**src/rtl/mem_arbiter_pkg.sv**
```systemverilog
// Shared types and widths for the two-requester memory port arbiter.
package mem_arbiter_pkg;
  localparam int ADDR_W = 64;
  localparam int DATA_W = 64;
  localparam int MASK_W = 8;

  typedef enum logic [1:0] {
    ST_IDLE  = 2'd0,
    ST_ISSUE = 2'd1,
    ST_WAIT  = 2'd2,
    ST_RESP  = 2'd3
  } state_e;

  typedef enum logic {
    OWN_IF = 1'b0,
    OWN_LS = 1'b1
  } owner_e;
endpackage

```
**src/rtl/mem_arbiter_if.sv**
```systemverilog
// Requester handshakes plus the single memory port, bundled for the arbiter.
interface mem_arbiter_if;
  import mem_arbiter_pkg::*;

  // valid/ready: a transfer happens on a rising edge where both are 1; the
  // sender holds its payload stable while valid=1 and ready=0.
  logic              if_req_valid;
  logic              if_req_ready;
  logic [ADDR_W-1:0] if_req_addr;
  logic              if_resp_valid;
  logic              if_resp_ready;
  logic [DATA_W-1:0] if_resp_data;

  logic              ls_req_valid;
  logic              ls_req_ready;
  logic              ls_req_we;
  logic [ADDR_W-1:0] ls_req_addr;
  logic [DATA_W-1:0] ls_req_wdata;
  logic [MASK_W-1:0] ls_req_wmask;
  logic              ls_resp_valid;
  logic              ls_resp_ready;
  logic [DATA_W-1:0] ls_resp_data;

  logic              men;
  logic              mwen;
  logic [ADDR_W-1:0] raddr;
  logic [ADDR_W-1:0] waddr;
  logic [DATA_W-1:0] wdata;
  logic [MASK_W-1:0] wmask;
  logic [DATA_W-1:0] rdata;

  modport slave (
    input  if_req_valid, if_req_addr, if_resp_ready,
    input  ls_req_valid, ls_req_we, ls_req_addr, ls_req_wdata, ls_req_wmask, ls_resp_ready,
    input  rdata,
    output if_req_ready, if_resp_valid, if_resp_data,
    output ls_req_ready, ls_resp_valid, ls_resp_data,
    output men, mwen, raddr, waddr, wdata, wmask
  );

  modport master (
    output if_req_valid, if_req_addr, if_resp_ready,
    output ls_req_valid, ls_req_we, ls_req_addr, ls_req_wdata, ls_req_wmask, ls_resp_ready,
    output rdata,
    input  if_req_ready, if_resp_valid, if_resp_data,
    input  ls_req_ready, ls_resp_valid, ls_resp_data,
    input  men, mwen, raddr, waddr, wdata, wmask
  );
endinterface

```
**src/rtl/mem_arb_grant.sv**
```systemverilog
// Combinational IDLE grant with LSU priority and a saturating IF starvation streak.
module mem_arb_grant #(
  parameter int STARVE_MAX = 4
) (
  input  logic clk,
  input  logic rst_n,
  input  logic idle_i,
  input  logic if_valid_i,
  input  logic ls_valid_i,
  output logic gnt_if_o,
  output logic gnt_ls_o
);
  localparam int SW = (STARVE_MAX > 0) ? $clog2(STARVE_MAX + 1) : 1;

  logic [SW-1:0] streak_q, streak_d;
  logic          starve;

  assign starve   = (streak_q == SW'(STARVE_MAX));
  assign gnt_ls_o = idle_i && ls_valid_i && !(starve && if_valid_i);
  assign gnt_if_o = idle_i && if_valid_i && !gnt_ls_o;

  // Only IDLE cycles move the streak; busy cycles leave it untouched.
  always_comb begin
    streak_d = streak_q;
    if (idle_i) begin
      if (gnt_if_o || !if_valid_i) begin
        streak_d = '0;
      end else if (gnt_ls_o && !starve) begin
        streak_d = streak_q + 1'b1;
      end
    end
  end

  always_ff @(posedge clk or negedge rst_n) begin
    if (!rst_n) streak_q <= '0;
    else        streak_q <= streak_d;
  end
endmodule

```
**src/rtl/mem_arbiter.sv**
```systemverilog
// Shares one memory port between IF (read) and LSU (read/write): one strobe
// per transaction, fixed-latency read capture, response to the owner.
module mem_arbiter
  import mem_arbiter_pkg::*;
#(
  parameter int MEM_LAT    = 0,
  parameter int STARVE_MAX = 4
) (
  input  logic         clk,
  input  logic         rst_n,
  mem_arbiter_if.slave bus,
  output state_e       state_o
);
  localparam int CW = (MEM_LAT > 1) ? $clog2(MEM_LAT) : 1;
  localparam logic [CW-1:0] CNT_INIT = CW'((MEM_LAT > 0) ? MEM_LAT - 1 : 0);

  state_e            state_q, state_d;
  owner_e            owner_q, owner_d;
  logic              we_q, we_d;
  logic [ADDR_W-1:0] addr_q, addr_d;
  logic [DATA_W-1:0] wdata_q, wdata_d;
  logic [MASK_W-1:0] wmask_q, wmask_d;
  logic [DATA_W-1:0] data_q, data_d;
  logic [CW-1:0]     cnt_q, cnt_d;

  logic idle, issue, resp, gnt_if, gnt_ls, resp_fire;
  logic [DATA_W-1:0] rd_val;

  assign idle   = (state_q == ST_IDLE);
  assign issue  = (state_q == ST_ISSUE);
  assign resp   = (state_q == ST_RESP);
  assign rd_val = we_q ? '0 : bus.rdata;
  assign resp_fire = resp && ((owner_q == OWN_IF) ? bus.if_resp_ready : bus.ls_resp_ready);

  mem_arb_grant #(.STARVE_MAX(STARVE_MAX)) u_grant (
    .clk        (clk),
    .rst_n      (rst_n),
    .idle_i     (idle),
    .if_valid_i (bus.if_req_valid),
    .ls_valid_i (bus.ls_req_valid),
    .gnt_if_o   (gnt_if),
    .gnt_ls_o   (gnt_ls)
  );

  always_comb begin
    state_d = state_q;
    owner_d = owner_q;
    we_d    = we_q;
    addr_d  = addr_q;
    wdata_d = wdata_q;
    wmask_d = wmask_q;
    data_d  = data_q;
    cnt_d   = cnt_q;
    case (state_q)
      ST_IDLE: begin
        if (gnt_ls) begin
          owner_d = OWN_LS;
          we_d    = bus.ls_req_we;
          addr_d  = bus.ls_req_addr;
          wdata_d = bus.ls_req_wdata;
          wmask_d = bus.ls_req_wmask;
          state_d = ST_ISSUE;
        end else if (gnt_if) begin
          owner_d = OWN_IF;
          we_d    = 1'b0;
          addr_d  = bus.if_req_addr;
          wdata_d = '0;
          wmask_d = '0;
          state_d = ST_ISSUE;
        end
      end
      ST_ISSUE: begin
        // Zero latency means the memory answers within the strobe cycle.
        if (MEM_LAT == 0) begin
          data_d  = rd_val;
          state_d = ST_RESP;
        end else begin
          cnt_d   = CNT_INIT;
          state_d = ST_WAIT;
        end
      end
      ST_WAIT: begin
        if (cnt_q == '0) begin
          data_d  = rd_val;
          state_d = ST_RESP;
        end else begin
          cnt_d = cnt_q - 1'b1;
        end
      end
      ST_RESP: begin
        if (resp_fire) state_d = ST_IDLE;
      end
      default: state_d = ST_IDLE;
    endcase
  end

  always_ff @(posedge clk or negedge rst_n) begin
    if (!rst_n) begin
      state_q <= ST_IDLE;
      owner_q <= OWN_IF;
      we_q    <= 1'b0;
      addr_q  <= '0;
      wdata_q <= '0;
      wmask_q <= '0;
      data_q  <= '0;
      cnt_q   <= '0;
    end else begin
      state_q <= state_d;
      owner_q <= owner_d;
      we_q    <= we_d;
      addr_q  <= addr_d;
      wdata_q <= wdata_d;
      wmask_q <= wmask_d;
      data_q  <= data_d;
      cnt_q   <= cnt_d;
    end
  end

  // Memory fields are zero outside ISSUE so the model sees no stray accesses.
  assign bus.men   = issue;
  assign bus.mwen  = issue && we_q;
  assign bus.raddr = issue ? addr_q : '0;
  assign bus.waddr = issue ? addr_q : '0;
  assign bus.wdata = issue ? wdata_q : '0;
  assign bus.wmask = (issue && we_q) ? wmask_q : '0;

  assign bus.if_req_ready  = gnt_if;
  assign bus.ls_req_ready  = gnt_ls;
  assign bus.if_resp_valid = resp && (owner_q == OWN_IF);
  assign bus.ls_resp_valid = resp && (owner_q == OWN_LS);
  assign bus.if_resp_data  = bus.if_resp_valid ? data_q : '0;
  assign bus.ls_resp_data  = bus.ls_resp_valid ? data_q : '0;

  assign state_o = state_q;
endmodule
```
**src/flat_wrapper.sv**
```systemverilog
// flat-port wrapper written by rule: the top's interface ports become plain ports
module mem_arbiter_flat import mem_arbiter_pkg::*;
#(
  parameter int MEM_LAT    = 0,
  parameter int STARVE_MAX = 4
)
  (clk, rst_n, state_o, bus_if_req_valid, bus_if_req_addr, bus_if_resp_ready, bus_ls_req_valid, bus_ls_req_we, bus_ls_req_addr, bus_ls_req_wdata, bus_ls_req_wmask, bus_ls_resp_ready, bus_rdata, bus_if_req_ready, bus_if_resp_valid, bus_if_resp_data, bus_ls_req_ready, bus_ls_resp_valid, bus_ls_resp_data, bus_men, bus_mwen, bus_raddr, bus_waddr, bus_wdata, bus_wmask);
  mem_arbiter_if bus_i ();
  input  logic clk;
  input  logic rst_n;
  output state_e state_o;
  input wire logic [$bits(bus_i.if_req_valid)-1:0] bus_if_req_valid;
  input wire logic [$bits(bus_i.if_req_addr)-1:0] bus_if_req_addr;
  input wire logic [$bits(bus_i.if_resp_ready)-1:0] bus_if_resp_ready;
  input wire logic [$bits(bus_i.ls_req_valid)-1:0] bus_ls_req_valid;
  input wire logic [$bits(bus_i.ls_req_we)-1:0] bus_ls_req_we;
  input wire logic [$bits(bus_i.ls_req_addr)-1:0] bus_ls_req_addr;
  input wire logic [$bits(bus_i.ls_req_wdata)-1:0] bus_ls_req_wdata;
  input wire logic [$bits(bus_i.ls_req_wmask)-1:0] bus_ls_req_wmask;
  input wire logic [$bits(bus_i.ls_resp_ready)-1:0] bus_ls_resp_ready;
  input wire logic [$bits(bus_i.rdata)-1:0] bus_rdata;
  output wire logic [$bits(bus_i.if_req_ready)-1:0] bus_if_req_ready;
  output wire logic [$bits(bus_i.if_resp_valid)-1:0] bus_if_resp_valid;
  output wire logic [$bits(bus_i.if_resp_data)-1:0] bus_if_resp_data;
  output wire logic [$bits(bus_i.ls_req_ready)-1:0] bus_ls_req_ready;
  output wire logic [$bits(bus_i.ls_resp_valid)-1:0] bus_ls_resp_valid;
  output wire logic [$bits(bus_i.ls_resp_data)-1:0] bus_ls_resp_data;
  output wire logic [$bits(bus_i.men)-1:0] bus_men;
  output wire logic [$bits(bus_i.mwen)-1:0] bus_mwen;
  output wire logic [$bits(bus_i.raddr)-1:0] bus_raddr;
  output wire logic [$bits(bus_i.waddr)-1:0] bus_waddr;
  output wire logic [$bits(bus_i.wdata)-1:0] bus_wdata;
  output wire logic [$bits(bus_i.wmask)-1:0] bus_wmask;
  assign bus_i.if_req_valid = bus_if_req_valid;
  assign bus_i.if_req_addr = bus_if_req_addr;
  assign bus_i.if_resp_ready = bus_if_resp_ready;
  assign bus_i.ls_req_valid = bus_ls_req_valid;
  assign bus_i.ls_req_we = bus_ls_req_we;
  assign bus_i.ls_req_addr = bus_ls_req_addr;
  assign bus_i.ls_req_wdata = bus_ls_req_wdata;
  assign bus_i.ls_req_wmask = bus_ls_req_wmask;
  assign bus_i.ls_resp_ready = bus_ls_resp_ready;
  assign bus_i.rdata = bus_rdata;
  assign bus_if_req_ready = bus_i.if_req_ready;
  assign bus_if_resp_valid = bus_i.if_resp_valid;
  assign bus_if_resp_data = bus_i.if_resp_data;
  assign bus_ls_req_ready = bus_i.ls_req_ready;
  assign bus_ls_resp_valid = bus_i.ls_resp_valid;
  assign bus_ls_resp_data = bus_i.ls_resp_data;
  assign bus_men = bus_i.men;
  assign bus_mwen = bus_i.mwen;
  assign bus_raddr = bus_i.raddr;
  assign bus_waddr = bus_i.waddr;
  assign bus_wdata = bus_i.wdata;
  assign bus_wmask = bus_i.wmask;
  mem_arbiter #(.MEM_LAT(MEM_LAT), .STARVE_MAX(STARVE_MAX)) u_core (.clk(clk), .rst_n(rst_n), .bus(bus_i), .state_o(state_o));
endmodule
```
**config.mk**
```make
export PLATFORM = sky130hd
export DESIGN_NAME = mem_arbiter_flat
export DESIGN_NICKNAME = d
export VERILOG_FILES = /design/src/rtl/mem_arbiter_pkg.sv /design/src/rtl/mem_arbiter_if.sv /design/src/rtl/mem_arb_grant.sv /design/src/rtl/mem_arbiter.sv /design/src/flat_wrapper.sv
export SDC_FILE = /design/constraint.sdc
export NUM_CORES = 1
export LEC_CHECK = 0
export BUFFER_PORTS_ARGS = -buffer_cell sky130_fd_sc_hd__buf_2
export CAP_MARGIN = 20
export CORE_AREA = 2 2 239 241
export CTS_CLUSTER_DIAMETER = 120
export CTS_CLUSTER_SIZE = 25
export DETAILED_ROUTE_END_ITERATION = 8
export DIE_AREA = 0 0 241 243
export PLACE_DENSITY = 0.42
export RECOVER_POWER = 100
export SLEW_MARGIN = 30
export SYNTH_ARGS = -nofsm -noshare
export SYNTH_HDL_FRONTEND = slang
export SYNTH_SLANG_ARGS = --single-unit
```
**constraint.sdc**
```tcl
create_clock -name clk -period 4.2 [get_ports clk]
set_input_delay 0.84 -clock clk [delete_from_list [all_inputs] [get_ports clk]]
set_output_delay 0.84 -clock clk [all_outputs]
set_load 0.01 [all_outputs]
```
[After elaboration in Yosys (flattened, before gate mapping)]
Cells that the tools add are included.
Storage, ports and cells
  flip-flop bits (word level): 208
  input port bits: 271
  output and inout port bits: 336
Cells by class
  $add $sub $neg: 2
  equality and inequality tests: 7
  mux-type cells: 26
  bitwise logic cells: 1
  reduce and logical (&&, ||, !) cells: 23
Operators with widths (number)
  64-bit two-way mux: 10
  64-bit case mux with 2 select lines: 1
  8-bit two-way mux: 3
  1-bit logical AND: 10
  2-bit two-way mux: 4
  2-bit case mux with 4 select lines: 1
  3-bit two-way mux: 2
  2-bit AND reduction: 3
  2-bit nonzero test: 3
  1-bit two-way mux: 5
  2-bit equality test (second input constant): 2
  1-bit zero test: 4
  2-bit inequality test (second input constant): 2
  3-bit by 1-bit adder with 3-bit output (second input constant): 1
  3-bit equality test (second input constant): 1
  3-bit by 1-bit inequality test with 1-bit output (second input constant): 1
  3-bit AND reduction: 1
  2-bit by 1-bit equality test with 1-bit output (second input constant): 1
  2-bit zero test: 1
  1-bit logical OR: 1
  1-bit NOT: 1
  1-bit subtractor (second input constant): 1

[Logic depth before layout (Yosys ltp)]
  depth after elaboration: 9
  gate-level depth with buffers: 8
  gate-level depth less buffers: 5

[By module]
From an unflattened synthesis, not the netlist that was laid out.
Unflattened totals
  cell total of the unflattened synthesis: 1280
  area, all modules: 11240.8 sq um
By module, submodules not included
  mem_arbiter: instances 1, cells each 1257, area each 11046.8 sq um, seq. area each 5104.9 sq um
  mem_arb_grant: instances 1, cells each 23, area each 193.9 sq um, seq. area each 75.1 sq um

[Least setup slack after synthesis]
Ideal clock, no wire load.
  path kind: input port to output port
  start point: input port bus_ls_req_valid
  end point: output port bus_if_req_ready
  data arrival time: 1.687 ns
  data required time: 3.360 ns
  path slack: 1.673 ns
  stages on the path: 6
  path buffers: 3
  cell sequence: and2_1 > and2_1 > buf_2 > buf_6 > buf_6 > nor2_1
On the way
  word-level cells in the longest chain between the ends: 4
Ends and longest elaborated chain
  start: declaration: RTL line flat_wrapper.sv:15  | input wire logic [$bits(bus_i.ls_req_valid)-1:0] bus_ls_req_valid;
  1-bit logical AND (2 in a row): RTL line mem_arb_grant.sv:19  | assign gnt_ls_o = idle_i && ls_valid_i && !(starve && if_valid_i);
  net bus_ls_req_ready: RTL line flat_wrapper.sv:25  | output wire logic [$bits(bus_i.ls_req_ready)-1:0] bus_ls_req_ready;
  1-bit zero test: RTL line mem_arb_grant.sv:20  | assign gnt_if_o = idle_i && if_valid_i && !gnt_ls_o;
  1-bit logical AND: RTL line mem_arb_grant.sv:20
  end: declaration: RTL line flat_wrapper.sv:22  | output wire logic [$bits(bus_i.if_req_ready)-1:0] bus_if_req_ready;
The timed path passes the listed nets, and every way through them passes these cells.

[Worst setup path in the final report]
  start point: register u_core.state_q[1], in the netlist u_core.state_o[1]
  end point: output port bus_wdata[5]
On the way
  word-level cells in the longest chain between the ends: 2
Ends and longest elaborated chain
  start: declaration: RTL line mem_arbiter.sv:17  | state_e state_q, state_d;
  start signal: assignment: RTL line mem_arbiter.sv:108  | state_q <= state_d;
  2-bit by 1-bit equality test with 1-bit output: RTL line mem_arbiter.sv:30  | assign issue = (state_q == ST_ISSUE);
  64-bit two-way mux: RTL line mem_arbiter.sv:124  | assign bus.wdata = issue ? wdata_q : '0;
  end: declaration: RTL line flat_wrapper.sv:32  | output wire logic [$bits(bus_i.wdata)-1:0] bus_wdata;
Every way passes these cells.

==> qor.yml <==
initial_utilization_pct: 19.8
syn_to_final_growth_pct: 30.2
drive_gt1_share_pct: 25.6
finalSetupViolCount: 0
dieArea_um2: 58600
htree_num_levels: 1
track_usage_pct: 14.1
ys_types: 29
syn_nets: 1481
p_per_area_nw_per_um2: 705
nets: 1949
multi_input_area_um2: 4660
mostFrequentLayoutCell: "buf_2"
critical_path_class: "register to primary output"
num_vias: 10300
drc_errors: 0
fin_area_um2: 14400
clkSinkCount: 207
clk_latency_ns: 0.50
finalHoldViolCount: 0
cp.arrival_ns: 2.66
gr-total-overflow: 0
relSlewSlack_pct: -72.6
outcome: "finished with violations"
leakage_uw: 0.00699
ir_drop_mv: 0.397
drt.antenna.violating_nets: 0
timing.hold.ws_ns: 0.496
n_fill_cell: 6303
ys_seq_elements: 207
wire_per_inst_um: 17.9
die_w_um: 241
worstReg2RegEnd: "u_core.addr_q[41]"
ys_seq_area_share_pct: 46.8
end_kind: "primary output"
crit_path_start: "u_core.state_o[1]"
detailed_place_hpwl_um: 30900
clockBufferDepth: 3
drt_iter0_drc: 457
final_cell_mix: "buf_2 (386), clkbuf_1 (224), dfrtp_1 (206), nand2_1 (131), and2_0 (111)"
cts_hold_buf: 0
fin_crit_sh_pct: 83.3
antenna_found_initial: 10
startpoint_type: "register"
grt_max_degree: 133
ctsResizeCount: 0
finalCriticalPeriod_ns: 3.50
grt_pass1_vias: 10300
syn-cell-area_um2: 11100
clk_pin_slew_ns: 0.11
ios: 607
r2r_slack_ns: 1.41
placed_area_um2: 14300
final-seq-area_um2: 5180
rsz0062_at_grt: "no"
via_per_inst: 4.24
cts_setup_buffers: 0
yosysWarnings: 0
root_buffer: "clkbuf_16"
rows: 87
cts_tree: "done"
cp.required_ns: 3.36
worstRegToRegCells: 6
avgSynthCellArea_um2: 9.20
reg2reg_from: "u_core.state_o[0]"
netlist_instances: 1203
grt_pass1_wl_um: 64200
tightest_slew_ns: 2.59
tns_ns: 0
crit_end: "bus_wdata[5]"
cp_max_fo: 66
gp_congestion: 0.800
violations: "capacitance limit, slew limit"
first_pass_iters: 5
core_um2: 56000
die_h_um: 243
drv_cap: 2
hold_class: "register to register"
skew_ns: 0.0230
timing.fmax_ghz: 0.286
cts_buffers: 13
drv_slew: 101
io_buffers: 606
hp-start: "u_core.addr_q[47]"
wl_um: 43600
==> worst min path at each step <==
| stage | endpoint | slack, ns | depth (start not counted) |
|---|---|---|---|
| 2_1_floorplan | u_core.wdata_q[37] | 0.46 | 1 |
| 3_3_place_gp | u_core.wdata_q[41] | 0.47 | 1 |
| 3_5_place_dp | u_core.wdata_q[60] | 0.47 | 1 |
| 4_1_cts | u_core.data_q[15] | 0.42 | 1 |
| 5_1_grt | u_core.wdata_q[46] | 0.51 | 2 |
| 6_report | u_core.addr_q[47] | 0.50 | 2 |
==> synth_stat cells, drive strengths merged <==
| master | n | area, um2 |
|---|---|---|
| a21boi | 1 | 7.51 |
| a21o | 1 | 7.51 |
| a22o | 73 | 639 |
| a22oi | 1 | 7.51 |
| and2 | 196 | 1230 |
| and3 | 72 | 450 |
| and4b | 1 | 10.0 |
| buf | 98 | 717 |
| clkbuf | 75 | 282 |
| dfrtp | 207 | 5180 |
| ha | 7 | 87.6 |
| inv | 70 | 263 |
| mux2 | 1 | 11.3 |
| mux2i | 4 | 40.0 |
| nand2 | 131 | 492 |
| nand2b | 1 | 6.26 |
| nand3 | 65 | 325 |
| nand3b | 61 | 458 |
| nor2 | 1 | 3.75 |
| nor2b | 2 | 12.5 |
| o211ai | 64 | 480 |
| o21a | 1 | 7.51 |
| o21ai | 68 | 340 |
| o22ai | 1 | 6.26 |
| o311ai | 1 | 8.76 |
==> critical path, cell delays in order (launching register included) <==
cell and delay [ns]:
dfrtp_1 0.43, inv_1 0.15, ha_1 0.20, clkbuf_2 0.82
and2_1 0.24, clkbuf_1 0.24
==> cell type report <==
| class | instances | area share, % |
|---|---|---|
| Clock buffer | 15 | 2.31 |
| Tap cell | 756 | 6.56 |
| Antenna cell | 7 | 0.122 |
| Clock inverter | 4 | 0.321 |
| Multi-Input combinational cell | 753 | 32.4 |
| Sequential cell | 207 | 36.0 |
| Inverter | 70 | 1.82 |
| Timing Repair Buffer | 626 | 20.5 |
==> flip-flops by register name, summed over array words and instances, names as in the netlist <==
register,cells
u_core.u_grant.streak_q,3
u_core.data_q,64
u_core.addr_q,64
u_core.state_o,2
u_core.wdata_q,64
u_core.wmask_q,8
u_core.owner_q,1
u_core.we_q,1
==> metrics by stage <==
step / total power, uW / utilization, % / setup slack (ns) / cells
floorplan: 7180 / - / 1.67 / 1203
global placement: 9050 / 25.6 / 1.50 / 2411
detailed placement: 9100 / 25.6 / 1.50 / 2411
CTS: 10600 / 26.2 / 0.898 / 2430
global route: 11100 / 25.8 / 0.430 / 2438
finish: 10200 / 25.8 / 0.701 / 2438
==> logic make-up after synthesis <==
family | after synthesis | share of synthesized area [%]
mux | 5 | 0.463
fa+ha+maj | 7 | 0.791
simple gates | 530 | 27.0
buf+inv | 243 | 11.4
compound gates | 211 | 13.6
flops | 207 | 46.8
==> routing by layer <==
| metal | up-vias | global-route usage (%) | part of all wire [%] |
|---|---|---|---|
| li1 | 4905 | - | - |
| met1 | 5080 | 17.5 | 41 |
| met2 | 321 | 24.8 | 51 |
| met3 | 27 | 2.70 | 6.0 |
| met4 | 2 | 3.83 | 2.1 |
| met5 | - | 0 | 0.025 |
==> power breakdown <==
part / internal [uW] / switching, uW
logic: 1940 / 3200
registers: 2970 / 660
clock network: 593 / 794
Power figures use the tool's default switching activity.
